$ cat config.mk
export PLATFORM = sky130hd
export DESIGN_NAME = mstore_txn_gen_flat
export DESIGN_NICKNAME = d
export VERILOG_FILES = /design/src/rtl/mstore_txn_gen_pkg.sv /design/src/rtl/mstore_txn_gen_if.sv /design/src/rtl/mstore_burst_calc.sv /design/src/rtl/mstore_txn_gen.sv /design/src/flat_wrapper.sv
export SDC_FILE = /design/constraint.sdc
export NUM_CORES = 1
export LEC_CHECK = 0
export ABC_AREA = 1
export BUFFER_PORTS_ARGS = -buffer_cell sky130_fd_sc_hd__buf_2
export CAP_MARGIN = 20
export CELL_PAD_IN_SITES_DETAIL_PLACEMENT = 1
export CELL_PAD_IN_SITES_GLOBAL_PLACEMENT = 2
export CORE_UTILIZATION = 33
export CTS_BUF_LIST = sky130_fd_sc_hd__clkbuf_8
export CTS_CLUSTER_DIAMETER = 50
export DETAILED_ROUTE_END_ITERATION = 16
export PLACE_DENSITY = 0.95
export SYNTH_ARGS = -nofsm -noshare
export SYNTH_HDL_FRONTEND = slang
export SYNTH_SLANG_ARGS = --single-unit
$ cat constraint.sdc
create_clock -name clk_i -period 12.8 [get_ports clk_i]
set_input_delay 0 -clock clk_i [delete_from_list [all_inputs] [get_ports clk_i]]
set_output_delay 0 -clock clk_i [all_outputs]
set_load 0.01 [all_outputs]
$ cat src/rtl/mstore_txn_gen_pkg.sv
// Shared types and constants for the matrix sequential-store transaction generator and store stage.
// Nibble addresses are one bit wider than AXI byte addresses.
package mstore_txn_gen_pkg;

  localparam int unsigned DefAddrWidth = 64;
  localparam int unsigned DefDataWidth = 64;
  localparam int unsigned DefLenWidth  = 32;
  localparam int unsigned DefBusNSize  = $clog2(DefDataWidth / 4);
  localparam int unsigned PageNibbles  = 8192;

  localparam logic [1:0] BURST_INCR = 2'b01;

  typedef struct packed {
    logic [DefAddrWidth-1:0] addr;
    logic [7:0]              len;
    logic [2:0]              size;
    logic [1:0]              burst;
  } axi_aw_chan_t;

  typedef struct packed {
    logic [DefAddrWidth:0]   addr;
    logic                    is_head;
    logic [7:0]              rmn_beat;
    logic [DefBusNSize:0]    lb_n;
    logic                    is_final_txn;
  } mstore_ctrl_t;

  typedef enum logic [1:0] {
    S_IDLE,
    S_AW,
    S_BEAT,
    S_WAIT_B
  } state_e;

endpackage

$ cat src/rtl/mstore_txn_gen_if.sv
// Request, AW, per-beat control and B handshakes of the transaction generator.
// master = generator side, slave = request source / AXI / store-stage side.
interface mstore_txn_gen_if #(
  parameter int unsigned AxiAddrWidth = mstore_txn_gen_pkg::DefAddrWidth,
  parameter int unsigned LenWidth     = mstore_txn_gen_pkg::DefLenWidth
);
  import mstore_txn_gen_pkg::*;

  logic                  req_valid;
  logic                  req_ready;
  logic [AxiAddrWidth:0] req_addr;
  logic [LenWidth-1:0]   req_nbs;
  logic                  axi_aw_valid;
  logic                  axi_aw_ready;
  axi_aw_chan_t          axi_aw;
  logic                  txn_ctrl_valid;
  logic                  txn_ctrl_ready;
  mstore_ctrl_t          txn_ctrl;
  logic                  axi_b_valid;
  logic                  axi_b_ready;
  logic                  req_done;

  modport master (
    input  req_valid, req_addr, req_nbs, axi_aw_ready, txn_ctrl_ready, axi_b_valid,
    output req_ready, axi_aw_valid, axi_aw, txn_ctrl_valid, txn_ctrl, axi_b_ready, req_done
  );

  modport slave (
    output req_valid, req_addr, req_nbs, axi_aw_ready, txn_ctrl_ready, axi_b_valid,
    input  req_ready, axi_aw_valid, axi_aw, txn_ctrl_valid, txn_ctrl, axi_b_ready, req_done
  );

endinterface

$ cat src/rtl/mstore_burst_calc.sv
// Burst sizing for the next store burst: clipped by remaining count, 4 KiB page and MaxBeats.
// Purely combinational, no handshake.
module mstore_burst_calc
  import mstore_txn_gen_pkg::*;
#(
  parameter int unsigned AxiDataWidth = 64,
  parameter int unsigned LenWidth     = 32,
  parameter int unsigned MaxBeats     = 256
) (
  input  logic [12:0]                      cur_lo,
  input  logic [LenWidth-1:0]              rmn,
  output logic [LenWidth-1:0]              txn,
  output logic [8:0]                       beats,
  output logic [$clog2(AxiDataWidth/4):0]  lb_n,
  output logic                             is_final_txn
);
  localparam int unsigned BusNibbles = AxiDataWidth / 4;
  localparam int unsigned BusNSize   = $clog2(BusNibbles);

  logic [LenWidth-1:0] off;
  logic [LenWidth-1:0] pg;
  logic [LenWidth-1:0] cap;
  logic [LenWidth-1:0] end_n;
  logic [BusNSize-1:0] last_lo;

  always_comb begin
    off = LenWidth'(cur_lo[BusNSize-1:0]);
    pg  = LenWidth'(PageNibbles) - LenWidth'(cur_lo);
    cap = LenWidth'(MaxBeats * BusNibbles) - off;
    txn = rmn;
    if (pg < txn) txn = pg;
    if (cap < txn) txn = cap;
    end_n   = off + txn;
    // the last beat always holds at least one nibble, so lb_n spans 1..BusNibbles
    last_lo = BusNSize'(end_n - LenWidth'(1));
    beats   = 9'((end_n + LenWidth'(BusNibbles - 1)) >> BusNSize);
    lb_n    = {1'b0, last_lo} + (BusNSize + 1)'(1);
    is_final_txn = (txn == rmn);
  end

endmodule

$ cat src/rtl/mstore_txn_gen.sv
// Splits a nibble store request into AXI INCR bursts, one AW per burst and one control word per W beat.
// AW and beats follow their triggering handshake by one cycle; AW stalls at MaxOutstanding unacknowledged bursts.
module mstore_txn_gen
  import mstore_txn_gen_pkg::*;
#(
  parameter int unsigned AxiDataWidth   = 64,
  parameter int unsigned AxiAddrWidth   = 64,
  parameter int unsigned LenWidth       = 32,
  parameter int unsigned MaxBeats       = 256,
  parameter int unsigned MaxOutstanding = 8,
  parameter type axi_aw_t   = axi_aw_chan_t,
  parameter type txn_ctrl_t = mstore_ctrl_t
) (
  input  logic clk_i,
  input  logic rst_ni,
  mstore_txn_gen_if.master bus
);
  localparam int unsigned BusNSize = $clog2(AxiDataWidth / 4);
  localparam int unsigned ByteSize = $clog2(AxiDataWidth / 8);
  localparam int unsigned OutW     = $clog2(MaxOutstanding + 1);
  localparam int unsigned NibAw    = AxiAddrWidth + 1;
  localparam logic [AxiAddrWidth-1:0] AddrMask = {{(AxiAddrWidth-ByteSize){1'b1}}, {ByteSize{1'b0}}};

  state_e              state;
  logic [NibAw-1:0]    cur;
  logic [LenWidth-1:0] rmn;
  logic [LenWidth-1:0] txn;
  logic [8:0]          beats;
  logic [BusNSize:0]   lb_n;
  logic                is_final_txn;
  logic                is_head;
  logic [7:0]          rmn_beat;
  logic [OutW-1:0]     outstanding;
  logic [OutW-1:0]     out_nxt;
  logic                req_rdy_q, aw_vld_q, ctrl_vld_q, done_q;
  logic                aw_hs, beat_hs, b_hs;
  axi_aw_t             aw_d;
  txn_ctrl_t           ctrl_d;

  mstore_burst_calc #(
    .AxiDataWidth (AxiDataWidth),
    .LenWidth     (LenWidth),
    .MaxBeats     (MaxBeats)
  ) u_calc (
    .cur_lo       (cur[12:0]),
    .rmn          (rmn),
    .txn          (txn),
    .beats        (beats),
    .lb_n         (lb_n),
    .is_final_txn (is_final_txn)
  );

  assign aw_hs   = aw_vld_q & bus.axi_aw_ready;
  assign beat_hs = ctrl_vld_q & bus.txn_ctrl_ready;
  assign b_hs    = bus.axi_b_valid & bus.axi_b_ready;
  assign out_nxt = outstanding + OutW'(aw_hs) - OutW'(b_hs);

  always_ff @(posedge clk_i or negedge rst_ni) begin
    if (!rst_ni) begin
      state       <= S_IDLE;
      cur         <= '0;
      rmn         <= '0;
      rmn_beat    <= '0;
      is_head     <= 1'b0;
      outstanding <= '0;
      req_rdy_q   <= 1'b0;
      aw_vld_q    <= 1'b0;
      ctrl_vld_q  <= 1'b0;
      done_q      <= 1'b0;
    end else begin
      outstanding <= out_nxt;
      done_q      <= 1'b0;
      unique case (state)
        S_IDLE: begin
          req_rdy_q <= 1'b1;
          if (req_rdy_q && bus.req_valid) begin
            cur       <= bus.req_addr;
            rmn       <= bus.req_nbs;
            req_rdy_q <= 1'b0;
            aw_vld_q  <= (out_nxt < OutW'(MaxOutstanding));
            state     <= S_AW;
          end
        end
        S_AW: begin
          if (aw_hs) begin
            aw_vld_q   <= 1'b0;
            ctrl_vld_q <= 1'b1;
            is_head    <= 1'b1;
            rmn_beat   <= 8'(beats - 9'd1);
            state      <= S_BEAT;
          end else begin
            // B responses retiring here release a stalled AW on the next cycle
            aw_vld_q <= (out_nxt < OutW'(MaxOutstanding));
          end
        end
        S_BEAT: begin
          if (beat_hs) begin
            is_head  <= 1'b0;
            rmn_beat <= rmn_beat - 8'd1;
            if (rmn_beat == 8'd0) begin
              ctrl_vld_q <= 1'b0;
              cur        <= cur + NibAw'(txn);
              rmn        <= rmn - txn;
              if (is_final_txn) begin
                state <= S_WAIT_B;
              end else begin
                aw_vld_q <= (out_nxt < OutW'(MaxOutstanding));
                state    <= S_AW;
              end
            end
          end
        end
        S_WAIT_B: begin
          if (out_nxt == '0) begin
            done_q    <= 1'b1;
            req_rdy_q <= 1'b1;
            state     <= S_IDLE;
          end
        end
      endcase
    end
  end

  always_comb begin
    aw_d       = '0;
    aw_d.addr  = cur[AxiAddrWidth:1] & AddrMask;
    aw_d.len   = 8'(beats - 9'd1);
    aw_d.size  = 3'(ByteSize);
    aw_d.burst = BURST_INCR;
    ctrl_d              = '0;
    ctrl_d.addr         = cur;
    ctrl_d.is_head      = is_head;
    ctrl_d.rmn_beat     = rmn_beat;
    ctrl_d.lb_n         = lb_n;
    ctrl_d.is_final_txn = is_final_txn;
  end

  assign bus.req_ready      = req_rdy_q;
  assign bus.axi_aw_valid   = aw_vld_q;
  assign bus.axi_aw         = aw_d;
  assign bus.txn_ctrl_valid = ctrl_vld_q;
  assign bus.txn_ctrl       = ctrl_d;
  assign bus.axi_b_ready    = (outstanding != '0);
  assign bus.req_done       = done_q;

  a_nbs_nonzero: assert property (@(posedge clk_i) disable iff (!rst_ni)
    (bus.req_valid && req_rdy_q) |-> (bus.req_nbs != '0));

endmodule

$ cat src/flat_wrapper.sv
// flat-port wrapper written by rule: the top's interface ports become plain ports
module mstore_txn_gen_flat import mstore_txn_gen_pkg::*;
#(
  parameter int unsigned AxiDataWidth   = 64,
  parameter int unsigned AxiAddrWidth   = 64,
  parameter int unsigned LenWidth       = 32,
  parameter int unsigned MaxBeats       = 256,
  parameter int unsigned MaxOutstanding = 8,
  parameter type axi_aw_t   = axi_aw_chan_t,
  parameter type txn_ctrl_t = mstore_ctrl_t
)
  (clk_i, rst_ni, bus_req_valid, bus_req_addr, bus_req_nbs, bus_axi_aw_ready, bus_txn_ctrl_ready, bus_axi_b_valid, bus_req_ready, bus_axi_aw_valid, bus_axi_aw, bus_txn_ctrl_valid, bus_txn_ctrl, bus_axi_b_ready, bus_req_done);
  mstore_txn_gen_if #(.AxiAddrWidth(AxiAddrWidth), .LenWidth(LenWidth)) bus_i ();
  input  logic clk_i;
  input  logic rst_ni;
  input wire logic [$bits(bus_i.req_valid)-1:0] bus_req_valid;
  input wire logic [$bits(bus_i.req_addr)-1:0] bus_req_addr;
  input wire logic [$bits(bus_i.req_nbs)-1:0] bus_req_nbs;
  input wire logic [$bits(bus_i.axi_aw_ready)-1:0] bus_axi_aw_ready;
  input wire logic [$bits(bus_i.txn_ctrl_ready)-1:0] bus_txn_ctrl_ready;
  input wire logic [$bits(bus_i.axi_b_valid)-1:0] bus_axi_b_valid;
  output wire logic [$bits(bus_i.req_ready)-1:0] bus_req_ready;
  output wire logic [$bits(bus_i.axi_aw_valid)-1:0] bus_axi_aw_valid;
  output wire logic [$bits(bus_i.axi_aw)-1:0] bus_axi_aw;
  output wire logic [$bits(bus_i.txn_ctrl_valid)-1:0] bus_txn_ctrl_valid;
  output wire logic [$bits(bus_i.txn_ctrl)-1:0] bus_txn_ctrl;
  output wire logic [$bits(bus_i.axi_b_ready)-1:0] bus_axi_b_ready;
  output wire logic [$bits(bus_i.req_done)-1:0] bus_req_done;
  assign bus_i.req_valid = bus_req_valid;
  assign bus_i.req_addr = bus_req_addr;
  assign bus_i.req_nbs = bus_req_nbs;
  assign bus_i.axi_aw_ready = bus_axi_aw_ready;
  assign bus_i.txn_ctrl_ready = bus_txn_ctrl_ready;
  assign bus_i.axi_b_valid = bus_axi_b_valid;
  assign bus_req_ready = bus_i.req_ready;
  assign bus_axi_aw_valid = bus_i.axi_aw_valid;
  assign bus_axi_aw = bus_i.axi_aw;
  assign bus_txn_ctrl_valid = bus_i.txn_ctrl_valid;
  assign bus_txn_ctrl = bus_i.txn_ctrl;
  assign bus_axi_b_ready = bus_i.axi_b_ready;
  assign bus_req_done = bus_i.req_done;
  mstore_txn_gen #(.AxiDataWidth(AxiDataWidth), .AxiAddrWidth(AxiAddrWidth), .LenWidth(LenWidth), .MaxBeats(MaxBeats), .MaxOutstanding(MaxOutstanding), .axi_aw_t(axi_aw_t), .txn_ctrl_t(txn_ctrl_t)) u_core (.clk_i(clk_i), .rst_ni(rst_ni), .bus(bus_i));
endmodule
==> metrics.txt, run 1 <==
Final Hold Fails=0; Finish-stage setup viols=0; Worst-Margin Slew=0.943 ns; DP HPWL=33600 um; compound-cell area share of the yosys netlist=0.203; Yosys top cell area share=0.246; Most common cell on crit path=nand2_1; Setup Slack @ Placement=4.02 ns; Syn. warnings=0; Synth cell types=54; Fmax=113 MHz; Critical Path RT=13.14 ns; CP arrival=9.16 ns; MaxCap Viol Count=0; Final Critical Period=8.82 ns; die area=36500 um2; Post-synth EDFFs=0; DIE WIDTH=191 um; Max VDD drop=0.0000616 V; Filler cells=4626; fraction of layout cells with a size suffix above 1=0.174; drt wl/cell=17.6 um; ys flop type=dfrtp_1; Adder-Cell Fraction of Synth Area=0.114; Multi-input gate area=7550 um2; GRT Total Usage=0.246; DR pass1 iterations=5; routed via count=12827; H-tree levels=4; largest family of logic cells by synthesized area=simple AND/OR/NAND/NOR gates; RSZ-0062 raised after global routing=false; Setup TNS=0 ns; pwr dens=65.9 nW/um2; startpoint types=register; largest net degree at the start of global routing=80; max-slew violations=0; Via density=5.11; Initial Utilization=0.338; status=finished, final reports clean; worst hold path class=input port to register; Synth-to-Final Area Change=24.2%; Worst path max stage delay=0.46 ns; Critical Path Fanout Max=27; root buf cell=clkbuf_8; register area=2900 um2; worst skew pair latency=0.49 ns; Worst Clk Skew=0.0202 ns; Pleak=7.73 nW; Reg clk slew, reported paths=0.09 ns; fin crit share=0.689; drt total wl=44200 um; CTS tree=built; post-route setup slack=3.98 ns; WS Path Type=register to register; Die H=191 um; Routed Antenna Nets=0; GRT Residual Overflow=0; post-synthesis xor/xnor area fraction=0.0578; initial antenna violation count=0; post-synthesis simple-gate area fraction=0.249; Rows=68; Post-Syn Instances=1735; switching power=0.273 mW; I/O Buffers=256; leading area contributor after synthesis=dfrtp_1; Yosys reg bits=116; synth top area cells=dfrtp_1 (25%), ha_1 (11%), nand2_1 (10%), o21ai_0 (8.4%), inv_1 (6.6%); relative slew slack=0.371; most common cell in the netlist=nand2_1; crit path capture type=register; Initial DRC Count=667; Critical-path top delay cell=dfrtp_1; clk buf depth=2; part of the power in the clock network=0.458; mux cell area share after synthesis=0; final core utilization=0.420; Flop pwr share=0.390; vias in the first global route=13177; CTS buffer count=17; syn_area_per_cell=6.80 um2; Pint=0.693 mW; first-pass GRT wire length=70400 um; clock sinks=116; gp weighted congestion=0.897; Final nets=2249; sequential fraction of the synthesis area=0.246; asr flop ratio synth=1.00; number of remaining DRC errors=0; Post-Syn Area=11800 um2; Combinational Power Share=0.152; switching part of the total power=0.282; IO Pins=265; commonest cells in the netlist=nand2_1 (317), inv_1 (206), o21ai_0 (199), nor2_1 (175), a21oi_1 (122); core area=34900 um2
## timing repair
item / in CTS / in global routing
setup buffers: 0 / 0
resized for setup: 0 / 0
hold buffers: 100 / 0
endpoints found under the hold margin: 163 / 0
## state kept, by name (all words and copies together) (netlist names)
signal	count
u_core.rmn	32
u_core.cur	65
u_core.rmn_beat	8
u_core.bus.req_ready	1
u_core.state	2
u_core.bus.axi_aw_valid	1
u_core.outstanding	4
u_core.is_head	1
u_core.bus.txn_ctrl_valid	1
u_core.bus.req_done	1
## metrics by stage
step	total power, mW	cell area (um2)	hold slack (ns)	std cells
after floorplan	0.460	12000	-0.296	1778
after global placement	0.500	13200	0.189	2376
after detailed placement	0.506	13200	0.187	2376
after CTS	0.975	14600	0.0187	2508
after global routing	1.01	14600	0.0390	2508
final	0.966	14600	0.0459	2509
## logic make-up (layout without fill, tap and decap cells)
family | after synthesis | after routing
compound gates | 436 | 436
xor+xnor | 77 | 77
fa+ha+maj | 106 | 106
buf+inv | 333 | 608
flops | 116 | 116
other cells | 2 | 46
simple gates | 665 | 665
## area by class of cell
class | count | share of cell area
diodes | 1 | 0.000171
clock buffers | 17 | 0.0160
clock inverters | 15 | 0.0174
inverters | 214 | 0.0548
multi-input cells | 1329 | 0.516
flip-flops and latches | 116 | 0.198
well taps | 455 | 0.0389
repair buffers | 362 | 0.159
## critical path: cells and delay by family, from the launching register on
family / cells / cell delay (ns)
AOI/OAI and AO/OA: 17 / 3.19
buffers and inverters: 5 / 0.41
xor gates and xnor gates: 1 / 0.21
DFF: 1 / 0.46
adders and majority gates: 5 / 1.40
and+or+nand+nor: 19 / 2.94
## layout by cell type (no fill, tap or decap), drive strengths merged, types with 8 or more instances in the layout
| master | count |
|---|---|
| nor3 | 33 |
| o21a | 10 |
| nand4 | 27 |
| nand2 | 338 |
| a31oi | 8 |
| a21oi | 122 |
| nand3 | 54 |
| o21ai | 211 |
| inv | 214 |
| ha | 103 |
| clkbuf | 17 |
| nor4 | 10 |
| or2 | 9 |
| xor2 | 55 |
| o22ai | 40 |
| dlygate4sd3 | 100 |
| buf | 262 |
| dfrtp | 116 |
| o211ai | 22 |
| xnor2 | 22 |
| nor2 | 188 |
| conb | 45 |
## path summary, 6_finish.rpt
path	slack, ns	to	depth (start not counted)	start
max in group asynchronous	11.31	u_core.cur[40]	3	rst_ni
max reg2reg	3.98	u_core.cur[56]	47	u_core.cur[1]
min reg2reg	0.51	u_core.is_head	2	u_core.is_head
min in group asynchronous	0.18	u_core.rmn[13]	2	rst_ni
max	3.98	u_core.cur[56]	47	u_core.cur[1]
min	0.05	u_core.bus.req_ready	5	bus_req_valid
## per-layer routing
layer  part of all wire  vias to the layer above  GRT usage  routed length, um
li1                   -                     6275          -                  -
met1               0.46                     6208      0.318              20300
met2               0.48                      303      0.423              21400
met3              0.043                       41     0.0398               1920
met4              0.014                        0     0.0575                602
met5                  0                        -          0                  0
## power by group through the flow
stage	clock [mW]	sequential, mW	combinational [mW]
finish	0.442	0.377	0.147
global route	0.465	0.378	0.167
CTS	0.451	0.377	0.146
detailed placement	0	0.385	0.121
global placement	0	0.384	0.116
floorplan	0	0.384	0.0763
(Power assumes the default switching activity.)
==> run 2: changes to the inputs <==
ABC_AREA = 0   (was 1)
CORE_UTILIZATION = 30   (was 33)
PLACE_DENSITY = 0.9   (was 0.95)
clock period = 8 ns   (was 12.8 ns; I/O delays follow)
==> metrics.txt, run 2 <==
Post-synth EDFFs=0 (unchanged); syn_area_per_cell=8.12 um2 (+19%); Rows=71 (+4.4%); initial antenna violation count=0 (unchanged); Worst Path Buf+Inv=7 (+2); RSZ-0062 raised after global routing=true; DP Area=13900 um2 (+5.5%); n_diodes=0 (-1); die area=39700 um2 (+8.8%); startpoint types=register; drt wl/cell=19.2 um (+9.2%); Routed Antenna Nets=0 (unchanged); drt total wl=46400 um (+4.9%); fin crit share=1.03; IO Pins=265 (unchanged); max-slew violations=0 (unchanged); MaxCap Viol Count=0 (unchanged); WS Path Type=register to output port; CP arrival=8.22 ns (-0.94 ns); number of remaining DRC errors=0 (unchanged); Worst Clk Skew=0.0239 ns (+0.00369 ns); GRT Total Usage=0.229 (-0.0165); worst hold path class=input port to asynchronous set/reset pin; synth top area cells=dfrtp_1 (25%), ha_1 (11%), a21oi_1 (6.2%), o21ai_0 (4.9%), xnor2_1 (4.7%); Initial Utilization=0.307 (-0.0309); Yosys reg bits=116 (unchanged); CTS tree=built; crit path capture type=output port; max FFs per register=65 (unchanged); ys flop type=dfrtp_1; gp weighted congestion=0.906 (+1.0%); DIE WIDTH=199 um (+4.3%); I/O Buffers=256 (unchanged); RR Startpoint=u_core.cur[7]; DR pass1 iterations=5 (unchanged); commonest non-fill, non-tap cell in the layout=buf_2; first-pass GRT wire length=71200 um (+1.1%); Synth-to-Final Area Change=40.3%; core area=38000 um2 (+9.0%); Worst-Margin Slew=0.879 ns (-0.0641 ns); Die H=199 um (+4.3%); leading area contributor after synthesis=dfrtp_1; Synth cell types=85 (+57%); Worst Setup EP=bus_axi_aw[11]; Worst path max stage delay=0.46 ns (about the same); Critical-path top delay cell=dfrtp_2; clock sinks=116 (unchanged); Biggest register=u_core.cur; Yosys top cell area share=0.249 (+0.00243); CTS buffer count=17 (unchanged); Post-Syn Area=11700 um2 (-0.98%); root buf cell=clkbuf_8; CP Launch Point=u_core.cur[0]; worst skew pair latency=0.47 ns (-0.02 ns); reg2reg path depth=39 (-17%); Filler cells=4666 (+0.86%); GRT Residual Overflow=0 (unchanged); Final nets=2095 (-6.8%); H-tree levels=4 (unchanged); Reg-to-Reg End=u_core.cur[61]; fraction of layout cells with a size suffix above 1=0.319 (+0.145); Initial DRC Count=570 (-15%); commonest cells in the netlist=a21oi_1 (144), nand2_1 (143), dfrtp_1 (116), o21ai_0 (114), ha_1 (103); Setup Slack @ Placement=-0.317 ns (-4.34 ns); Largest regs=u_core.cur (65), u_core.rmn (32), u_core.rmn_beat (8); relative slew slack=0.414 (+0.0427); Critical Path RT=8.00 ns (-5.14 ns); Syn. warnings=0 (unchanged); most common cell in the netlist=a21oi_1; DP HPWL=33700 um (about the same); largest net degree at the start of global routing=84 (+5.0%); sequential fraction of the synthesis area=0.249 (+0.00243); Top delay family on crit path=compound AO/OA/AOI/OAI gates; Critical Path Fanout Max=7 (-74%); Via density=5.24 (+2.5%); routed via count=12626 (-1.6%); Reg clk slew, reported paths=0.10 ns (about the same); violated checks=negative setup slack; Post-Syn Instances=1439 (-17%); status=finished, violations left; post-route setup slack=-0.224 ns (-4.21 ns); Setup TNS=-0.224 ns (-0.224 ns); vias in the first global route=13065 (-0.85%); Stages on worst setup path=38 (-19%); asr flop ratio synth=1.00 (unchanged); Fmax=122 MHz; Finish-stage setup viols=1 (+1); Final Critical Period=8.22 ns; most frequent cells in the layout=buf_2 (254), buf_4 (141), nand2_1 (136); Design Area, Final=16400 um2 (+12%); r2r setup slk=0.05 ns (-3.93 ns); clk buf depth=2 (unchanged); Final Hold Fails=0 (unchanged)
## run 2: cell count changes after synthesis, moves of 13 or more
cell / change
a21o_1: +47
a21oi_1: +22
and2_1: +13
and3_1: +20
inv_1: -137
mux2i_1: +47
nand2_1: -174
nand2_2: -17
nor2_1: -96
o211ai_1: -13
o21ai_0: -85
o22ai_1: -18
xnor2_1: +42
xor2_1: -26
## run 2: kinds of logic after synthesis
kind of cell | share of synthesized area
buf+inv | 0.0865
simple gates | 0.173
other cells | 0.000643
fa+ha+maj | 0.115
flops | 0.249
mux | 0.0461
xor+xnor | 0.0690
compound gates | 0.261
## run 2: worst min path at each step
stage	cells after the start	slack (ns)	to
6_report	2	0.14	u_core.cur[51]
5_1_grt	5	0.18	u_core.outstanding[0]
4_1_cts	5	0.13	u_core.outstanding[0]
3_5_place_dp	1	0.14	u_core.cur[51]
3_3_place_gp	1	0.14	u_core.cur[51]
2_1_floorplan	0	-0.30	u_core.bus.axi_aw_valid
## run 2: layer usage
metal,track usage,share of wire
met5,0,0
met4,0.0715,0.025
met2,0.413,0.51
met3,0.0278,0.035
met1,0.281,0.43
## run 2: worst register-to-register path, delay by kind of cell (launching register included)
kind	cells	cell delay, ns
compound gates	18	3.53
simple gates	11	2.03
buf+inv	6	0.93
fa+ha+maj	3	0.85
flops	1	0.39
xor+xnor	1	0.17
## run 2: layout make-up
type / count / area (um2) / share of cell area
multi-input cells: 1172 / 8700 / 0.531
repair buffers: 508 / 3490 / 0.213
flip-flops and latches: 116 / 2910 / 0.177
well taps: 511 / 639 / 0.0390
inverters: 71 / 269 / 0.0164
clock buffers: 18 / 248 / 0.0151
clock inverters: 14 / 140 / 0.00855
## run 2: what timing repair did
| item | CTS | global route |
|---|---|---|
| pin swaps | 43 | 70 |
| setup buffers | 23 | 28 |
| hold buffers | 101 | 0 |
| resized for setup | 59 | 109 |
| endpoints found under the hold margin | 154 | 0 |
| endpoints found under the setup margin | 48 | 66 |
## run 2: metrics by stage
step | util | std cells | hold WS, ns
2_1_floorplan | - | 1482 | -0.296
5_1_grt | 0.431 | 2410 | 0.178
6_report | 0.431 | 2410 | 0.142
3_5_place_dp | 0.365 | 2227 | 0.143
3_3_place_gp | 0.365 | 2227 | 0.140
4_1_cts | 0.412 | 2383 | 0.133
Power of run 2 is left out: the tool's default activity adds up to more than one toggle a clock period on the data nets, which glitch-free logic cannot reach.
